File: src/rtl/dmem_port_arbiter_if.sv
`default_nettype none
// +----------------------------------------------------------------------------+
// | Module  : dmem_port_arbiter_if                                             |
// | Purpose : Bundles the two requester ports, the single-port RAM port and    |
// |           the busy flag of dmem_port_arbiter.                              |
// | Ports   : mX_req/we/lock/addr/wdata  requester -> arbiter                  |
// |           mX_gnt/rvalid/rdata        arbiter -> requester                  |
// |           ram_wen/adr/dat_o          arbiter -> RAM                        |
// |           ram_dat_i                  RAM -> arbiter (one cycle after adr)  |
// |           busy                       arbiter -> observer                   |
// | Modports: slave  = arbiter side, master = requesters and RAM side          |
// | Rev     : 1.0  initial release                                             |
// +----------------------------------------------------------------------------+
interface dmem_port_arbiter_if #(
   parameter int ADDR_W = 14,
   parameter int DATA_W = 32
);
   logic              m0_req;
   logic              m0_we;
   logic              m0_lock;
   logic [ADDR_W-1:0] m0_addr;
   logic [DATA_W-1:0] m0_wdata;
   logic              m0_gnt;
   logic              m0_rvalid;
   logic [DATA_W-1:0] m0_rdata;

   logic              m1_req;
   logic              m1_we;
   logic              m1_lock;
   logic [ADDR_W-1:0] m1_addr;
   logic [DATA_W-1:0] m1_wdata;
   logic              m1_gnt;
   logic              m1_rvalid;
   logic [DATA_W-1:0] m1_rdata;

   logic              ram_wen;
   logic [ADDR_W-1:0] ram_adr;
   logic [DATA_W-1:0] ram_dat_o;
   logic [DATA_W-1:0] ram_dat_i;

   logic              busy;

   modport slave (
      input  m0_req, m0_we, m0_lock, m0_addr, m0_wdata,
      output m0_gnt, m0_rvalid, m0_rdata,
      input  m1_req, m1_we, m1_lock, m1_addr, m1_wdata,
      output m1_gnt, m1_rvalid, m1_rdata,
      output ram_wen, ram_adr, ram_dat_o,
      input  ram_dat_i,
      output busy
   );

   modport master (
      output m0_req, m0_we, m0_lock, m0_addr, m0_wdata,
      input  m0_gnt, m0_rvalid, m0_rdata,
      output m1_req, m1_we, m1_lock, m1_addr, m1_wdata,
      input  m1_gnt, m1_rvalid, m1_rdata,
      input  ram_wen, ram_adr, ram_dat_o,
      output ram_dat_i,
      input  busy
   );
endinterface
`default_nettype wire

File: src/rtl/dmem_port_arbiter.sv
`default_nettype none
// +----------------------------------------------------------------------------+
// | Module  : dmem_port_arbiter                                                |
// | Purpose : Shares a single-port synchronous-read data RAM between the CPU   |
// |           load/store path (master 0) and the UART upload / debug port      |
// |           (master 1). Round-robin on ties, optional burst lock, and a      |
// |           starvation breaker that forces the waiting master in after       |
// |           WAIT_MAX blocked cycles. Read data returns one cycle after grant.|
// | Ports   : clock     system clock, rising edge                              |
// |           rst       asynchronous active-high reset                         |
// |           bus       dmem_port_arbiter_if.slave (requesters, RAM, busy)     |
// | Rev     : 1.0  initial release                                             |
// +----------------------------------------------------------------------------+
module dmem_port_arbiter #(
   parameter int ADDR_W   = 14,
   parameter int DATA_W   = 32,
   parameter int WAIT_MAX = 8     // 1..255
) (
   input  logic                 clock,
   input  logic                 rst,
   dmem_port_arbiter_if.slave   bus
);

   localparam logic [1:0] c_ST_IDLE = 2'd0;
   localparam logic [1:0] c_ST_OWN0 = 2'd1;
   localparam logic [1:0] c_ST_OWN1 = 2'd2;

   // Last blocked-cycle count before the breaker fires.
   localparam logic [7:0] c_WAIT_LAST = 8'(WAIT_MAX - 1);

   logic [1:0]        r_state;
   logic [1:0]        w_state_next;
   logic              r_last;          // 1 = master 1 was granted last
   logic [7:0]        r_wait_cnt;
   logic [7:0]        w_wait_cnt_next;
   logic              r_force;
   logic              w_force_next;
   logic              r_rd0;
   logic              r_rd1;

   logic              w_gnt0;
   logic              w_gnt1;
   logic              w_forced;
   logic              w_blocked;
   logic              w_ram_wen;
   logic [ADDR_W-1:0] w_ram_adr;
   logic [DATA_W-1:0] w_ram_dat;

   // ------------------------------------------------------------------
   // FSM: state register
   // ------------------------------------------------------------------
   always_ff @(posedge clock or posedge rst) begin
      if (rst) begin
         r_state <= c_ST_IDLE;
      end else begin
         r_state <= w_state_next;
      end
   end

   // ------------------------------------------------------------------
   // FSM: next state. A forced grant never installs a new owner, so the
   // previous owner has to re-arbitrate from IDLE.
   // ------------------------------------------------------------------
   always_comb begin
      w_state_next = c_ST_IDLE;
      if (w_gnt0 && bus.m0_lock && !w_forced) begin
         w_state_next = c_ST_OWN0;
      end else if (w_gnt1 && bus.m1_lock && !w_forced) begin
         w_state_next = c_ST_OWN1;
      end
   end

   // ------------------------------------------------------------------
   // FSM: outputs (grant selection and RAM drive)
   // ------------------------------------------------------------------
   always_comb begin
      w_gnt0    = 1'b0;
      w_gnt1    = 1'b0;
      w_forced  = 1'b0;
      w_ram_wen = 1'b0;
      w_ram_adr = '0;
      w_ram_dat = '0;

      case (r_state)
         c_ST_OWN0: begin
            // The breaker only takes effect if the waiter is still asking.
            if (r_force && bus.m1_req) begin
               w_gnt1   = 1'b1;
               w_forced = 1'b1;
            end else if (bus.m0_req) begin
               w_gnt0 = 1'b1;
            end
         end
         c_ST_OWN1: begin
            if (r_force && bus.m0_req) begin
               w_gnt0   = 1'b1;
               w_forced = 1'b1;
            end else if (bus.m1_req) begin
               w_gnt1 = 1'b1;
            end
         end
         default: begin
            if (bus.m0_req && bus.m1_req) begin
               w_gnt0 = r_last;
               w_gnt1 = ~r_last;
            end else begin
               w_gnt0 = bus.m0_req;
               w_gnt1 = bus.m1_req;
            end
         end
      endcase

      if (w_gnt0) begin
         w_ram_wen = bus.m0_we;
         w_ram_adr = bus.m0_addr;
         w_ram_dat = bus.m0_wdata;
      end else if (w_gnt1) begin
         w_ram_wen = bus.m1_we;
         w_ram_adr = bus.m1_addr;
         w_ram_dat = bus.m1_wdata;
      end
   end

   // ------------------------------------------------------------------
   // Starvation breaker. A cycle counts as blocked only if the owner keeps
   // the lock; any change of state or a dropped request restarts the count.
   // ------------------------------------------------------------------
   always_comb begin
      w_blocked = ((r_state == c_ST_OWN0) && bus.m1_req && !w_gnt1 &&
                   (w_state_next == c_ST_OWN0)) ||
                  ((r_state == c_ST_OWN1) && bus.m0_req && !w_gnt0 &&
                   (w_state_next == c_ST_OWN1));
      w_wait_cnt_next = 8'd0;
      w_force_next    = 1'b0;
      if (w_blocked) begin
         if (r_wait_cnt == c_WAIT_LAST) begin
            w_force_next = 1'b1;
         end else begin
            w_wait_cnt_next = r_wait_cnt + 8'd1;
         end
      end
   end

   always_ff @(posedge clock or posedge rst) begin
      if (rst) begin
         r_last     <= 1'b1;
         r_wait_cnt <= 8'd0;
         r_force    <= 1'b0;
         r_rd0      <= 1'b0;
         r_rd1      <= 1'b0;
      end else begin
         if (w_gnt0 || w_gnt1) begin
            r_last <= w_gnt1;
         end
         r_wait_cnt <= w_wait_cnt_next;
         r_force    <= w_force_next;
         r_rd0      <= w_gnt0 & ~bus.m0_we;
         r_rd1      <= w_gnt1 & ~bus.m1_we;
      end
   end

   assign bus.m0_gnt    = w_gnt0;
   assign bus.m1_gnt    = w_gnt1;
   assign bus.ram_wen   = w_ram_wen;
   assign bus.ram_adr   = w_ram_adr;
   assign bus.ram_dat_o = w_ram_dat;

   // Only one read is ever in flight, so the RAM output is steered to its
   // owner and zeroed elsewhere.
   assign bus.m0_rvalid = r_rd0;
   assign bus.m1_rvalid = r_rd1;
   assign bus.m0_rdata  = r_rd0 ? bus.ram_dat_i : '0;
   assign bus.m1_rdata  = r_rd1 ? bus.ram_dat_i : '0;

   assign bus.busy = (r_state != c_ST_IDLE);

endmodule
`default_nettype wire

File: src/flat_wrapper.sv
// flat-port wrapper written by rule: the top's interface ports become plain ports
module dmem_port_arbiter_flat 
#(
   parameter int ADDR_W   = 14,
   parameter int DATA_W   = 32,
   parameter int WAIT_MAX = 8              
)
  (clock, rst, bus_m0_req, bus_m0_we, bus_m0_lock, bus_m0_addr, bus_m0_wdata, bus_m0_gnt, bus_m0_rvalid, bus_m0_rdata, bus_m1_req, bus_m1_we, bus_m1_lock, bus_m1_addr, bus_m1_wdata, bus_m1_gnt, bus_m1_rvalid, bus_m1_rdata, bus_ram_wen, bus_ram_adr, bus_ram_dat_o, bus_ram_dat_i, bus_busy);
  dmem_port_arbiter_if #(.ADDR_W(ADDR_W), .DATA_W(DATA_W)) bus_i ();
  input  logic clock;
  input  logic rst;
  input wire logic [$bits(bus_i.m0_req)-1:0] bus_m0_req;
  input wire logic [$bits(bus_i.m0_we)-1:0] bus_m0_we;
  input wire logic [$bits(bus_i.m0_lock)-1:0] bus_m0_lock;
  input wire logic [$bits(bus_i.m0_addr)-1:0] bus_m0_addr;
  input wire logic [$bits(bus_i.m0_wdata)-1:0] bus_m0_wdata;
  output wire logic [$bits(bus_i.m0_gnt)-1:0] bus_m0_gnt;
  output wire logic [$bits(bus_i.m0_rvalid)-1:0] bus_m0_rvalid;
  output wire logic [$bits(bus_i.m0_rdata)-1:0] bus_m0_rdata;
  input wire logic [$bits(bus_i.m1_req)-1:0] bus_m1_req;
  input wire logic [$bits(bus_i.m1_we)-1:0] bus_m1_we;
  input wire logic [$bits(bus_i.m1_lock)-1:0] bus_m1_lock;
  input wire logic [$bits(bus_i.m1_addr)-1:0] bus_m1_addr;
  input wire logic [$bits(bus_i.m1_wdata)-1:0] bus_m1_wdata;
  output wire logic [$bits(bus_i.m1_gnt)-1:0] bus_m1_gnt;
  output wire logic [$bits(bus_i.m1_rvalid)-1:0] bus_m1_rvalid;
  output wire logic [$bits(bus_i.m1_rdata)-1:0] bus_m1_rdata;
  output wire logic [$bits(bus_i.ram_wen)-1:0] bus_ram_wen;
  output wire logic [$bits(bus_i.ram_adr)-1:0] bus_ram_adr;
  output wire logic [$bits(bus_i.ram_dat_o)-1:0] bus_ram_dat_o;
  input wire logic [$bits(bus_i.ram_dat_i)-1:0] bus_ram_dat_i;
  output wire logic [$bits(bus_i.busy)-1:0] bus_busy;
  assign bus_i.m0_req = bus_m0_req;
  assign bus_i.m0_we = bus_m0_we;
  assign bus_i.m0_lock = bus_m0_lock;
  assign bus_i.m0_addr = bus_m0_addr;
  assign bus_i.m0_wdata = bus_m0_wdata;
  assign bus_m0_gnt = bus_i.m0_gnt;
  assign bus_m0_rvalid = bus_i.m0_rvalid;
  assign bus_m0_rdata = bus_i.m0_rdata;
  assign bus_i.m1_req = bus_m1_req;
  assign bus_i.m1_we = bus_m1_we;
  assign bus_i.m1_lock = bus_m1_lock;
  assign bus_i.m1_addr = bus_m1_addr;
  assign bus_i.m1_wdata = bus_m1_wdata;
  assign bus_m1_gnt = bus_i.m1_gnt;
  assign bus_m1_rvalid = bus_i.m1_rvalid;
  assign bus_m1_rdata = bus_i.m1_rdata;
  assign bus_ram_wen = bus_i.ram_wen;
  assign bus_ram_adr = bus_i.ram_adr;
  assign bus_ram_dat_o = bus_i.ram_dat_o;
  assign bus_i.ram_dat_i = bus_ram_dat_i;
  assign bus_busy = bus_i.busy;
  dmem_port_arbiter #(.ADDR_W(ADDR_W), .DATA_W(DATA_W), .WAIT_MAX(WAIT_MAX)) u_core (.clock(clock), .rst(rst), .bus(bus_i));
endmodule
File: config.mk
export PLATFORM = sky130hd
export DESIGN_NAME = dmem_port_arbiter_flat
export DESIGN_NICKNAME = d
export VERILOG_FILES = /design/src/rtl/dmem_port_arbiter_if.sv /design/src/rtl/dmem_port_arbiter.sv /design/src/flat_wrapper.sv
export SDC_FILE = /design/constraint.sdc
export NUM_CORES = 1
export LEC_CHECK = 0
export BUFFER_PORTS_ARGS = -buffer_cell sky130_fd_sc_hd__clkbuf_2
export CAP_MARGIN = 30
export CORE_AREA = 2 2 97 99
export CTS_CLUSTER_SIZE = 20
export DETAILED_ROUTE_END_ITERATION = 10
export DIE_AREA = 0 0 99 101
export PLACE_DENSITY = 0.56
export SYNTH_ARGS = -nofsm -noshare
export SYNTH_HDL_FRONTEND = slang
export SYNTH_SLANG_ARGS = --single-unit
File: constraint.sdc
create_clock -name clock -period 4.9 [get_ports clock]
set_input_delay 0.735 -clock clock [delete_from_list [all_inputs] [get_ports clock]]
set_output_delay 0.735 -clock clock [all_outputs]
set_load 0.05 [all_outputs]
# Yosys cells after proc, flatten, opt, wreduce, memory -nomap -nowiden
# Index checks and enable logic that the tools add are counted.
# Widths: inputs -> output; s select.
# classes
addsub	1
n_eq_ne	5
muxes	25
bitwise	5
reduce_logical	19
# ops
cell	n
$mux 32	4
$mux 14	2
$mux 8	2
$logic_and 1x1->1	13
$mux 1	12
$add 8x1->8 const B	1
$eq 8x3->1 const B	1
$pmux 1 s2	3
$eq 2x1->1 const B	2
$eq 2x2->1 const B	2
$mux 2	2
$logic_not 1->1	3
$not 1->1	3
$and 1x1->1	2
$logic_or 1x1->1	2
$reduce_bool 2->1	1
# word_totals
register_bits	14
input_bits	132
word_cells	61

# Logic depth before layout (Yosys ltp)
# depth
ltp_word	11
depth_mapped	8
mapped_depth_nobuf	7

# Least setup slack after synthesis
# No wires, ideal clock.
# synth_path
kind	register to output
from	register u_core.r_state[0]
to	output bus_ram_dat_o[25]
t_arrival_ps	2203
setup_slack_ps	1962
stages_incl_launch_ff	7
path_cell_list	dfrtp_1 inv_1 ha_1 a21boi_2 a221oi_4 buf_2 a22o_1
# synth_rtl
item	line_no	text
start: declaration	dmem_port_arbiter.sv:31	logic [1:0] r_state;
start signal: assignment	dmem_port_arbiter.sv:54	r_state <= c_ST_IDLE;
start signal: assignment	dmem_port_arbiter.sv:56	r_state <= w_state_next;
$eq 2x2->1 or $eq 2x1->1 (tied branches)	dmem_port_arbiter.sv:84	case (r_state)
$pmux 1 s2 *	dmem_port_arbiter.sv:84	
via bus_m0_gnt	flat_wrapper.sv:17	output wire logic [$bits(bus_i.m0_gnt)-1:0] bus_m0_gnt;
$mux 32 *	dmem_port_arbiter.sv:113	if (w_gnt0) begin
end: declaration	flat_wrapper.sv:30	output wire logic [$bits(bus_i.ram_dat_o)-1:0] bus_ram_dat_o;
# The timed path passes the listed nets; every way through them passes the cells marked *.

# Final worst setup path
# layout_path
from	register u_core.r_state[0]
to	output bus_ram_dat_o[2]
# layout_via
elab_chain_len	4
# layout_rtl
item	line_no	text
$eq 2x2->1 or $eq 2x1->1 (tied branches)	dmem_port_arbiter.sv:84	
$pmux 1 s2	dmem_port_arbiter.sv:84	
$mux 32	dmem_port_arbiter.sv:117	end else if (w_gnt1) begin
$mux 32 *	dmem_port_arbiter.sv:113	
# Every way passes the cells marked *; elsewhere a longest branch is shown, timed or not.

==> flow_summary.json <==
{
  "status": "complete, no violations",
  "synth_edf_count": 0,
  "rrSetupSlack_ns": 2.39,
  "setup.worst_path.end_class": "primary output",
  "crit_fanout": 52,
  "r2r_start": "u_core.r_state[0]",
  "cp-start-kind": "flip-flop",
  "io_pins": 248,
  "cts-resized-gates": 0,
  "hold_path.class": "flip-flop to flip-flop",
  "rsz0062_at_grt": "false",
  "avgSynthCellArea_um2": 8.23,
  "antenna_found_initial": 0,
  "tightest_slew_ns": 0.734,
  "vias": 2442,
  "drive_gt1_share_pct": 59.0,
  "dr.pass1.iters": 4,
  "synth-seq-area-share_pct": 20.8,
  "syn_area_um2": 1690,
  "rr_worst_depth": 8,
  "synth_ff_type": "dfrtp_1",
  "cts-htree-levels": 1,
  "viasPerCell": 4.42,
  "powerDensity_nw_per_um2": 393,
  "min_period_ns": 3.31,
  "die_y_um": 101,
  "grt_pass1_wl_mm": 10.4,
  "dieArea_um2": 10000,
  "gp_congestion": 0.726,
  "vdd_ir_drop_max_uv": 211,
  "cts_hold_buf": 0,
  "cts_buffers": 3,
  "yosysMostFrequentCell": "and2_1",
  "detail-route-antenna-nets": 0,
  "ys_ff_latch": 14,
  "syn2layout_area_growth_pct": 82.4,
  "finalSetupTns_ns": 0,
  "grt_max_degree": 53,
  "grt_use_met2_pct": 21.3,
  "core-area_um2": 8980,
  "synth_cells": 205,
  "async_reset_ff_share_pct": 100,
  "wl_per_cell_um": 13.0,
  "layout.nets": 580,
  "grt_usage_pct": 12.5,
  "max_freq_mhz": 303,
  "synth_nets": 342,
  "clock_sinks": 14,
  "root_buffer": "clkbuf_8",
  "busiest_layer": "met2",
  "maxSlewHeadroom_pct": 51.1,
  "port_buffers": 247,
  "total_power_mw": 1.21,
  "globalRouteOverflowTotal": 0,
  "place_hpwl_mm": 6.27,
  "synth_largest_area_cell": "a22o_1",
  "synth_top_area_share_pct": 24.9,
  "clock_latency_ns": 0.25,
  "yosys_warnings": 0,
  "cts_buffer_depth": 2,
  "first_iter_violations": 47,
  "cp-startpoint": "u_core.r_state[0]",
  "maxCapViolations": 0,
  "finalMaxSlewViolations": 0,
  "regToRegEndpoint": "u_core.r_wait_cnt[0]",
  "crit_end": "bus_ram_dat_o[2]",
  "ys_top_cells_by_count": "66 x and2_1, 48 x a22o_1, 13 x dfrtp_1",
  "drc_errors": 0,
  "hold_viol": 0,
  "start_util_pct": 18.8,
  "worst_hold_slack_ns": 0.478,
  "clk_pin_slew_ns": 0.06,
  "synth.area.top_cells": "a22o_1 25%, and2_1 24%, dfrtp_1 19%, ha_1 3.7%, xor2_1 2.6%",
  "synth_cell_types": 30,
  "crit_required_ns": 4.16,
  "die_w_um": 99,
  "wirelength_mm": 7.22,
  "std_cell_rows": 35,
  "fin_crit_sh_pct": 67.5,
  "first_global_vias": 2139,
  "worstPathArrival_ns": 2.57,
  "use_met3_pct": 2.08,
  "gr-usage-met1_pct": 17.1,
  "postCtsSetupBuffers": 0,
  "crit_type": "flip-flop to primary output",
  "setup_viol": 0,
  "n_antenna_cell": 0,
  "cts_tree": "yes",
  "cellLeakagePower_nw": 1.85,
  "finClkSkew_ns": 0.00117
}
cell usage in the layout (no fill, tap or decap), types with 4 or more instances in the layout:
cell and instances:
clkbuf_2 247, and2_1 66, a22o_1 48, dfrtp_1 13, nor2_1 10, inv_1 7
nand3_1 6, nand2_1 6, xor2_1 5, ha_1 5, clkbuf_8 4
layout make-up:
| class | instances | area [µm²] |
|---|---|---|
| clock buffer | 4 | 55.1 |
| timing repair buffer | 249 | 1260 |
| multi-input combinational | 168 | 1240 |
| tap | 111 | 139 |
| inverter | 7 | 26.3 |
| sequential | 14 | 352 |
| fill | 983 | 5900 |
worst min path at each step:
| stage | start | to | slack (ns) | depth (start not counted) |
|---|---|---|---|---|
| 2_1_floorplan | u_core.r_wait_cnt[0] | u_core.r_wait_cnt[0] | 0.44 | 1 |
| 3_3_place_gp | u_core.r_wait_cnt[0] | u_core.r_wait_cnt[0] | 0.47 | 1 |
| 3_5_place_dp | u_core.r_wait_cnt[0] | u_core.r_wait_cnt[0] | 0.47 | 1 |
| 4_1_cts | u_core.r_wait_cnt[0] | u_core.r_wait_cnt[0] | 0.48 | 1 |
| 5_1_grt | u_core.r_wait_cnt[0] | u_core.r_wait_cnt[0] | 0.51 | 1 |
| 6_report | u_core.r_wait_cnt[0] | u_core.r_wait_cnt[0] | 0.48 | 1 |
layer usage:
metal | share of wire [%] | vias to the layer above
li1 | - | 1201
met2 | 49 | 148
met4 | 0.24 | 0
met1 | 42 | 1091
met5 | 0 | -
met3 | 9.5 | 2
flip-flops by register name (all words and copies together) (netlist names):
| signal | cells |
|---|---|
| u_core.bus.m0_rvalid | 1 |
| u_core.bus.m1_rvalid | 1 |
| u_core.r_force | 1 |
| u_core.r_last | 1 |
| u_core.r_state | 2 |
| u_core.r_wait_cnt | 8 |
worst max-delay path: stages (launching register included):
cell      delay, ns
dfrtp_1        0.37
inv_1          0.07
ha_1           0.39
a21boi_2       0.22
a221oi_4       0.26
buf_4          0.46
a22o_1         0.24
clkbuf_2       0.28
cell families after synthesis:
group,synth area share (%)
fa+ha+maj,3.71
compound gates,33.1
simple gates,33.3
buf+inv,5.93
xor+xnor,3.11
flops,20.8
report_power, final:
part	internal (mW)	switching, mW	leakage [nW]
combinational	0.247	0.705	1.63
clock	0.0712	0.0416	0.0288
sequential	0.127	0.0192	0.190
metrics by stage:
step                      instance area [µm²]  std cells  setup slack [ns]  utilization [%]
after floorplan                          1690        205              1.96                -
after detailed placement                 3020        549              1.77             33.7
after global routing                     3080        553              1.42             34.3
after CTS                                3080        553              1.60             34.3
final                                    3080        553              1.59             34.3
after global placement                   3000        548              1.49             33.5
Power figures use the tool's default switching activity.
